--- config.mk ---
export PLATFORM = sky130hd
export DESIGN_NAME = cpu_sequencer_flat
export DESIGN_NICKNAME = d
export VERILOG_FILES = /design/src/rtl/cpu_sequencer_pkg.sv /design/src/rtl/cpu_sequencer_if.sv /design/src/rtl/cpu_sequencer_decode.sv /design/src/rtl/cpu_sequencer.sv /design/src/flat_wrapper.sv
export SDC_FILE = /design/constraint.sdc
export NUM_CORES = 1
export LEC_CHECK = 0
export CAP_MARGIN = 20
export CORE_MARGIN = 10
export CORE_UTILIZATION = 39
export DETAILED_ROUTE_END_ITERATION = 10
export DONT_BUFFER_PORTS = 1
export GPL_ROUTABILITY_DRIVEN = 0
export MAX_ROUTING_LAYER = met4
export REMOVE_ABC_BUFFERS = 1
export SLEW_MARGIN = 20
export SYNTH_ARGS = -nofsm -noshare
export SYNTH_HDL_FRONTEND = slang
export SYNTH_SLANG_ARGS = --single-unit
export TNS_END_PERCENT = 100
--- constraint.sdc ---
create_clock -name clk -period 2 [get_ports clk]
set_clock_uncertainty 0.2 [all_clocks]
set_input_delay 0.5 -clock clk [delete_from_list [all_inputs] [get_ports clk]]
set_output_delay 0.5 -clock clk [all_outputs]
set_load 0.02 [all_outputs]
--- src/rtl/cpu_sequencer_pkg.sv ---
// -----------------------------------------------------------------------------
// typedefs: shared types for the VeriRisc instruction sequencer.
//   opcode_t        : IR opcode encoding (HLT=0 .. JMP=7)
//   state_t         : 8-phase fetch/execute states, numbered in transition order
//   cpu_seq_ctrl_t  : bundle of the eight datapath control strobes
//   next_state()    : successor of a state in the fixed phase order
// -----------------------------------------------------------------------------
package typedefs;

  typedef enum logic [2:0] {
    HLT = 3'd0,
    SKZ = 3'd1,
    ADD = 3'd2,
    AND = 3'd3,
    XOR = 3'd4,
    LDA = 3'd5,
    STO = 3'd6,
    JMP = 3'd7
  } opcode_t;

  typedef enum logic [2:0] {
    INST_ADDR  = 3'd0,
    INST_FETCH = 3'd1,
    INST_LOAD  = 3'd2,
    IDLE       = 3'd3,
    OP_ADDR    = 3'd4,
    OP_FETCH   = 3'd5,
    ALU_OP     = 3'd6,
    STORE      = 3'd7
  } state_t;

  typedef struct packed {
    logic mem_rd;
    logic load_ir;
    logic halt;
    logic inc_pc;
    logic load_ac;
    logic load_pc;
    logic mem_wr;
    logic data_e;
  } cpu_seq_ctrl_t;

  // States are numbered in transition order, so the successor is +1 mod 8.
  function automatic state_t next_state(input state_t s);
    return state_t'(3'(s + 3'd1));
  endfunction

endpackage

--- src/rtl/cpu_sequencer_if.sv ---
// -----------------------------------------------------------------------------
// cpu_sequencer_if: sequencer <-> datapath/memory signal bundle.
//   Inputs to sequencer : opcode, zero, mem_ready, resume
//   Outputs             : ps, the eight control strobes, cycle_cnt, instr_cnt
//   master modport : the sequencer side
//   slave modport  : the datapath / environment side
// -----------------------------------------------------------------------------
interface cpu_sequencer_if
  import typedefs::*;
#(
  parameter int PERF_W = 16
);

  opcode_t           opcode;
  logic              zero;
  logic              mem_ready;
  logic              resume;
  state_t            ps;
  logic              mem_rd;
  logic              load_ir;
  logic              halt;
  logic              inc_pc;
  logic              load_ac;
  logic              load_pc;
  logic              mem_wr;
  logic              data_e;
  logic [PERF_W-1:0] cycle_cnt;
  logic [PERF_W-1:0] instr_cnt;

  modport master (
    input  opcode, zero, mem_ready, resume,
    output ps, mem_rd, load_ir, halt, inc_pc, load_ac, load_pc, mem_wr, data_e,
    output cycle_cnt, instr_cnt
  );

  modport slave (
    output opcode, zero, mem_ready, resume,
    input  ps, mem_rd, load_ir, halt, inc_pc, load_ac, load_pc, mem_wr, data_e,
    input  cycle_cnt, instr_cnt
  );

endinterface

--- src/rtl/cpu_sequencer_decode.sv ---
// -----------------------------------------------------------------------------
// cpu_seq_decode: purely combinational strobe decode.
//   i_ps     : present state
//   i_opcode : current IR opcode
//   i_zero   : accumulator-zero flag
//   i_halted : sticky halt flag from the sequencer
//   o_ctrl   : the eight control strobes
// -----------------------------------------------------------------------------
module cpu_seq_decode
  import typedefs::*;
(
  input  state_t        i_ps,
  input  opcode_t       i_opcode,
  input  logic          i_zero,
  input  logic          i_halted,
  output cpu_seq_ctrl_t o_ctrl
);

  logic w_aluop;
  assign w_aluop = i_opcode inside {ADD, AND, XOR, LDA};

  always_comb begin
    // NOTE: every strobe gets a default before the case so no path leaves a
    // value unassigned, which would infer a latch.
    o_ctrl = '0;
    case (i_ps)
      INST_ADDR: ;
      INST_FETCH: o_ctrl.mem_rd = 1'b1;
      INST_LOAD, IDLE: begin
        o_ctrl.mem_rd  = 1'b1;
        o_ctrl.load_ir = 1'b1;
      end
      OP_ADDR: begin
        // While parked in a halt the PC must not run away.
        o_ctrl.inc_pc = ~i_halted;
        o_ctrl.halt   = (i_opcode == HLT) || i_halted;
      end
      OP_FETCH: o_ctrl.mem_rd = w_aluop;
      ALU_OP: begin
        o_ctrl.mem_rd  = w_aluop;
        o_ctrl.load_ac = w_aluop;
        o_ctrl.inc_pc  = (i_opcode == SKZ) && i_zero;
        o_ctrl.load_pc = (i_opcode == JMP);
        o_ctrl.data_e  = (i_opcode == STO);
      end
      STORE: begin
        o_ctrl.mem_rd  = w_aluop;
        o_ctrl.load_ac = w_aluop;
        o_ctrl.inc_pc  = (i_opcode == JMP);
        o_ctrl.load_pc = (i_opcode == JMP);
        o_ctrl.mem_wr  = (i_opcode == STO);
        o_ctrl.data_e  = (i_opcode == STO);
      end
      default: ;
    endcase
  end

endmodule

--- src/rtl/cpu_sequencer.sv ---
// -----------------------------------------------------------------------------
// cpu_sequencer: VeriRisc 8-phase instruction sequencer with sticky halt /
// resume, memory-ready stalling in INST_FETCH and OP_FETCH, and optional
// saturating performance counters.
//   clk : rising-edge clock
//   rst : synchronous active-high reset
//   bus : cpu_sequencer_if.master (opcode, zero, mem_ready, resume in;
//         ps, strobes, cycle_cnt, instr_cnt out)
// Parameter PERF_W (8..32): counter width.
// Macro CPU_SEQ_PERF_EN: build the counters; when undefined they read 0 and
// no counter flops exist.
// -----------------------------------------------------------------------------
module cpu_sequencer
  import typedefs::*;
#(
  parameter int PERF_W = 16
)(
  input  logic             clk,
  input  logic             rst,
  cpu_sequencer_if.master  bus
);

  state_t        r_ps;
  logic          r_halted;
  cpu_seq_ctrl_t w_ctrl;

  always_ff @(posedge clk) begin
    // NOTE: state registers use non-blocking assignments so every flop samples
    // the pre-edge values and simulation matches the synthesized hardware.
    if (rst) begin
      r_ps     <= INST_ADDR;
      r_halted <= 1'b0;
    end else begin
      case (r_ps)
        INST_FETCH, OP_FETCH: begin
          if (bus.mem_ready) r_ps <= next_state(r_ps);
        end
        OP_ADDR: begin
          // A HLT parks here; only resume while parked releases it.
          if (r_halted) begin
            if (bus.resume) begin
              r_halted <= 1'b0;
              r_ps     <= OP_FETCH;
            end
          end else if (bus.opcode == HLT) begin
            r_halted <= 1'b1;
          end else begin
            r_ps <= OP_FETCH;
          end
        end
        default: r_ps <= next_state(r_ps);
      endcase
    end
  end

  cpu_seq_decode u_decode (
    .i_ps     (r_ps),
    .i_opcode (bus.opcode),
    .i_zero   (bus.zero),
    .i_halted (r_halted),
    .o_ctrl   (w_ctrl)
  );

  assign bus.ps      = r_ps;
  assign bus.mem_rd  = w_ctrl.mem_rd;
  assign bus.load_ir = w_ctrl.load_ir;
  assign bus.halt    = w_ctrl.halt;
  assign bus.inc_pc  = w_ctrl.inc_pc;
  assign bus.load_ac = w_ctrl.load_ac;
  assign bus.load_pc = w_ctrl.load_pc;
  assign bus.mem_wr  = w_ctrl.mem_wr;
  assign bus.data_e  = w_ctrl.data_e;

`ifdef CPU_SEQ_PERF_EN
  logic [PERF_W-1:0] r_cycle_cnt;
  logic [PERF_W-1:0] r_instr_cnt;

  always_ff @(posedge clk) begin
    if (rst) begin
      r_cycle_cnt <= '0;
      r_instr_cnt <= '0;
    end else begin
      if (~&r_cycle_cnt) r_cycle_cnt <= r_cycle_cnt + 1'b1;
      // STORE never stalls, so being in STORE means STORE -> INST_ADDR now.
      if ((r_ps == STORE) && ~&r_instr_cnt) r_instr_cnt <= r_instr_cnt + 1'b1;
    end
  end

  assign bus.cycle_cnt = r_cycle_cnt;
  assign bus.instr_cnt = r_instr_cnt;
`else
  assign bus.cycle_cnt = '0;
  assign bus.instr_cnt = '0;
`endif

endmodule

--- src/flat_wrapper.sv ---
// flat-port wrapper written by rule: the top's interface ports become plain ports
module cpu_sequencer_flat import typedefs::*;
#(
  parameter int PERF_W = 16
)
  (clk, rst, bus_opcode, bus_zero, bus_mem_ready, bus_resume, bus_ps, bus_mem_rd, bus_load_ir, bus_halt, bus_inc_pc, bus_load_ac, bus_load_pc, bus_mem_wr, bus_data_e, bus_cycle_cnt, bus_instr_cnt);
  cpu_sequencer_if #(.PERF_W(PERF_W)) bus_i ();
  input  logic clk;
  input  logic rst;
  input wire logic [$bits(bus_i.opcode)-1:0] bus_opcode;
  input wire logic [$bits(bus_i.zero)-1:0] bus_zero;
  input wire logic [$bits(bus_i.mem_ready)-1:0] bus_mem_ready;
  input wire logic [$bits(bus_i.resume)-1:0] bus_resume;
  output wire logic [$bits(bus_i.ps)-1:0] bus_ps;
  output wire logic [$bits(bus_i.mem_rd)-1:0] bus_mem_rd;
  output wire logic [$bits(bus_i.load_ir)-1:0] bus_load_ir;
  output wire logic [$bits(bus_i.halt)-1:0] bus_halt;
  output wire logic [$bits(bus_i.inc_pc)-1:0] bus_inc_pc;
  output wire logic [$bits(bus_i.load_ac)-1:0] bus_load_ac;
  output wire logic [$bits(bus_i.load_pc)-1:0] bus_load_pc;
  output wire logic [$bits(bus_i.mem_wr)-1:0] bus_mem_wr;
  output wire logic [$bits(bus_i.data_e)-1:0] bus_data_e;
  output wire logic [$bits(bus_i.cycle_cnt)-1:0] bus_cycle_cnt;
  output wire logic [$bits(bus_i.instr_cnt)-1:0] bus_instr_cnt;
  assign bus_i.opcode = bus_opcode;
  assign bus_i.zero = bus_zero;
  assign bus_i.mem_ready = bus_mem_ready;
  assign bus_i.resume = bus_resume;
  assign bus_ps = bus_i.ps;
  assign bus_mem_rd = bus_i.mem_rd;
  assign bus_load_ir = bus_i.load_ir;
  assign bus_halt = bus_i.halt;
  assign bus_inc_pc = bus_i.inc_pc;
  assign bus_load_ac = bus_i.load_ac;
  assign bus_load_pc = bus_i.load_pc;
  assign bus_mem_wr = bus_i.mem_wr;
  assign bus_data_e = bus_i.data_e;
  assign bus_cycle_cnt = bus_i.cycle_cnt;
  assign bus_instr_cnt = bus_i.instr_cnt;
  cpu_sequencer #(.PERF_W(PERF_W)) u_core (.clk(clk), .rst(rst), .bus(bus_i));
endmodule
* Word-level counts from Yosys, hierarchy flattened
Cells that the tools add are included.
** Storage, ports and cells
- Output and inout port bits :: 43
- Word-level logic and storage cells :: 46
- Flip-flop bits (word level) :: 4
- Input port bits :: 8
** Operators by class
- Muxes and demuxes :: 15
- Reductions and logical operators :: 10
- Eq/ne operators :: 17
- Add/subtract/negate cells :: 1
- Bitwise logic cells :: 1
** Operator list (count)
- $eq A3 B3 Y1 const B :: 8
- $eq A3 B2 Y1 const B :: 4
- $mux W3 :: 4
- $mux W1 :: 7
- $eq A3 B1 Y1 const B :: 2
- $pmux W3 S2 :: 1
- $reduce_or A2 Y1 :: 3
- $reduce_or A3 Y1 :: 2
- $reduce_bool A4 Y1 :: 1
- $add A3 B1 Y3 const B :: 1
- $logic_not A3 Y1 :: 1
- $ne A3 B2 Y1 const B :: 1
- $ne A3 B3 Y1 const B :: 1
- $pmux W1 S3 :: 1
- $reduce_and A3 Y1 :: 1
- $mux W2 :: 1
- $ne A2 B2 Y1 const B :: 1
- $pmux W1 S2 :: 1
- $logic_and A1 B1 Y1 :: 1
- $logic_or A1 B1 Y1 :: 1
- $not A1 Y1 :: 1

* Logic depth before layout (Yosys ltp)
- Depth in word-level cells :: 4
- Mapped depth :: 5
- Mapped depth without buffers :: 5

* Cells and area by module
A second synthesis with hierarchy kept.
** Unflattened totals
- Cell total of the unflattened synthesis :: 77
- Area, all modules :: 601.8 um^2
** By module, submodules not included
- cpu_sequencer :: cells an instance 59, times used 1, sequential area each 80.1 um^2, area each 498.0 um^2
- cpu_seq_decode :: cells an instance 18, times used 1, sequential area each 0.0 um^2, area each 103.8 um^2

* Worst setup path before layout
Ideal clock, no wire load.
- Path kind :: register to output
- From :: reg u_core.r_ps[1] (netlist: u_core.bus.ps[1])
- To :: out bus_inc_pc
- Data required time :: 1.300 ns
- Path buffers :: 0
- Arrival time :: 1.465 ns
- Slack :: -0.165 ns
- Cell stages (with the launch flop) :: 6
- Cells stage by stage :: dfxtp_1 -> ha_1 -> ha_1 -> nand3_1 -> o22a_1 -> o21ai_1
** Between the ends
- Word-level cells in the longest chain between the ends :: 2
- Elaborated cells between the ends (all ways) :: 4
** RTL lines
- start: declaration :: RTL line cpu_sequencer.sv:23 : state_t r_ps;
- start signal: assignment :: RTL line cpu_sequencer.sv:36 : if (bus.mem_ready) r_ps <= next_state(r_ps);
- start signal: assignment :: RTL line cpu_sequencer.sv:51 : default: r_ps <= next_state(r_ps);
- $eq A3 B3 Y1 :: RTL line cpu_sequencer_decode.sv:26 : case (i_ps)
- $pmux W1 S3 * :: RTL line cpu_sequencer_decode.sv:26
- end: declaration :: RTL line flat_wrapper.sv:18 : output wire logic [$bits(bus_i.inc_pc)-1:0] bus_inc_pc;
Every way passes the cells marked *; elsewhere a longest branch is shown, timed or not.

* Worst setup path after layout
Same ends and word-level chain as after synthesis.

==> results_dict.tcl <==
set metrics [dict create \
    drt-initial-drc-count 5 \
    worst-path-max-fanout 5 \
    hold_path.class "in2reg" \
    detailedPlacementHpwl_mm 1.41 \
    insertedDiodeCount 0 \
    leading_cell_types_by_total_area_after_synthesis "buf_4 38%, dfxtp_1 13%, ha_1 9.9%" \
    placed_cells 110 \
    post-route-util_pct 47.2 \
    synth_top_area_cell "buf_4" \
    cts_made_buffers 3 \
    postCtsHoldBufs 0 \
    synth_top_cell_area_share_pct 38.0 \
    critPathBufInv 1 \
    portBuffers 0 \
    min_period_ps 2040 \
    stdcell_count 115 \
    placeableCoreArea_mm2 0.00152 \
    peakVddDrop_uv 587 \
    crit_required_ps 1300 \
    drt_pass1_iterations 3 \
    clk_pin_slew_worst_paths_ps 40 \
    max_clock_freq_mhz 490 \
    finalWirelength_mm 1.57 \
    timing.final.max_slew_violations 0 \
    total_routing_usage_gr_pct 8.30 \
    tritoncts "built" \
    drv_cap 0 \
    final.hold.worst_slack_ps 141 \
    layout.nets 114 \
    grt_pass1_vias 500 \
    critical_path_arrival_ps 1340 \
    cpMostUsedCell "ha_4" \
    netlist-cell-type-count 26 \
    timing.critical_path.max_delay_family "flip-flops" \
    final_setup_violation_count 2 \
    power.density_cell_area_mw_per_mm2 951 \
    die_height_um 60.3 \
    finalCritPeriodShare_pct 102 \
    antenna_found_initial 0 \
    die_width_um 60.3 \
    synth.avg_cell_area_um2 7.71 \
    hold_viol 0 \
    dieArea_mm2 0.00363 \
    timing.hold.worst.start "rst" \
    netlist_area_um2 632 \
    seq_total_area_yosys_pct 12.7 \
    detailedPlace.worstSlack_ps 18.4 \
    crit_chain "ha_4 > ha_4 > nand3_2 > o22a_1 > o21ai_2 > buf_6" \
    drive_gt1_share_pct 32.3 \
    crit_type "reg2out" \
    rsz0062_at_grt "true" \
    critPathLaunch "u_core.bus.ps[1]" \
    vias 506 \
    cell_count_after_synthesis 82 \
    worstSetupEndpointType "primary output" \
    crit-reg2reg-launch "u_core.bus.ps[1]" \
    wl_per_cell_um 13.6 \
    clock-sinks 4 \
    initial_utilization_pct 41.5 \
    failed_checks "negative setup slack" \
    critPathSlowestCell "dfxtp_4" \
    yosysWarningCount 0 \
    cts_root_buffer "clkbuf_4" \
    cellLeakagePower_nw 0.343 \
    first_pass_grt_wire_length_mm 2.23 \
    outcome "finished, violations left" \
    cts_buffer_depth 2 \
    final.setup.worst_slack_ps -39.8 \
    clock_latency_ps 230 \
    layout-area-overhead-vs-synth_pct 13.9 \
    largest_net_degree_at_the_start_of_global_routing 8 \
    critPathLaunchType "flop" \
    route.detailed.vias_per_inst 4.40 \
    overflow 0 \
    ctsHtreeMaxLevel 1 \
    detail_route.drc_violations 0 \
    io_pins 51 \
    cpPeakStageDelay_ps 370 \
    rows 14 \
    antenna_violating_nets_post_route 0 \
    ys_ff_latch 4 \
    pwr_total_mw 0.684 \
]
routing by layer:
| metal | track usage [%] | wire [um] | vias to the layer above |
|---|---|---|---|
| met3 | 4.66 | 267 | 2 |
| met2 | 15.0 | 793 | 30 |
| met5 | - | 0 | - |
| met4 | 3.85 | 13 | 0 |
| li1 | - | - | 245 |
| met1 | 6.60 | 491 | 229 |
worst reg2reg max path: cells and delay by family (launching register included):
family | cells | cell delay, ps
buf+inv | 2 | 270
flops | 1 | 350
fa+ha+maj | 1 | 240
mux | 1 | 210
compound gates | 1 | 200
simple gates | 1 | 140
layout by cell type (no fill, tap or decap), drive strengths merged, types with 2 or more instances in the layout:
cell     n
buf     16
nand2b   3
nor2     7
clkbuf   3
conb    32
inv      4
o21ai    3
a21oi    3
nand2    2
nand4    2
ha       5
nand3b   2
dfxtp    4
nand3    2
logic make-up (layout without fill, tap and decap cells):
logic type | count (synthesis) | after routing | synth area share, %
compound gates | 11 | 11 | 13.3
other cells | 1 | 32 | 0.593
flops | 4 | 4 | 12.7
simple gates | 22 | 22 | 19.4
xor+xnor | 1 | 1 | 1.39
mux | 1 | 1 | 1.58
buf+inv | 37 | 23 | 41.2
fa+ha+maj | 5 | 5 | 9.90
synthesized netlist by cell type (all sizes together):
| library cell | instances |
|---|---|
| nand4b | 1 |
| nand2 | 2 |
| nor2 | 7 |
| conb | 1 |
| o21ai | 3 |
| a31o | 1 |
| o22ai | 1 |
| nor2b | 1 |
| nand3b | 2 |
| nand3 | 2 |
| o211ai | 1 |
| ha | 5 |
| mux2i | 1 |
| or3 | 1 |
| nand2b | 3 |
| a2bb2oi | 1 |
| xnor2 | 1 |
| dfxtp | 4 |
| inv | 4 |
| o22a | 1 |
| buf | 33 |
| nand4 | 2 |
| or2 | 1 |
| a21oi | 3 |
state kept, by name (all words and copies together), names as in the netlist:
signal           count
u_core.bus.ps        3
u_core.r_halted      1
metrics by stage:
step           area (um2)  setup TNS [ps]
6_report              719           -69.2
2_1_floorplan         503            -166
3_3_place_gp          628               0
3_5_place_dp          628               0
5_1_grt               719            -337
4_1_cts               709            -110
area by class of cell:
class / instances / area (um2)
fillers: 162 / 805
inverters: 4 / 17.5
flip-flops and latches: 4 / 88.8
well taps: 16 / 20.0
repair buffers: 16 / 124
clock buffers: 3 / 22.5
multi-input cells: 72 / 447
power breakdown:
group	total [mW]	switching, mW	leakage, nW	internal, mW
registers	0.142	0.0317	0.0345	0.110
clock network	0.0973	0.0304	0.0138	0.0669
logic	0.445	0.265	0.294	0.179
what timing repair did:
item	in CTS	in global routing
buffers inserted	2	0
gates cloned	0	0
endpoints found under the setup margin	3	3
resized for setup	13	4
pin swaps	4	0
worst paths after layout:
check,endpoint,slack [ps],cells after the start
max,bus_inc_pc,-40,6
min,u_core.r_halted,140,1
max reg2reg,u_core.bus.ps[1],290,6
min reg2reg,u_core.bus.ps[0],310,2
(Power assumes the default switching activity.)
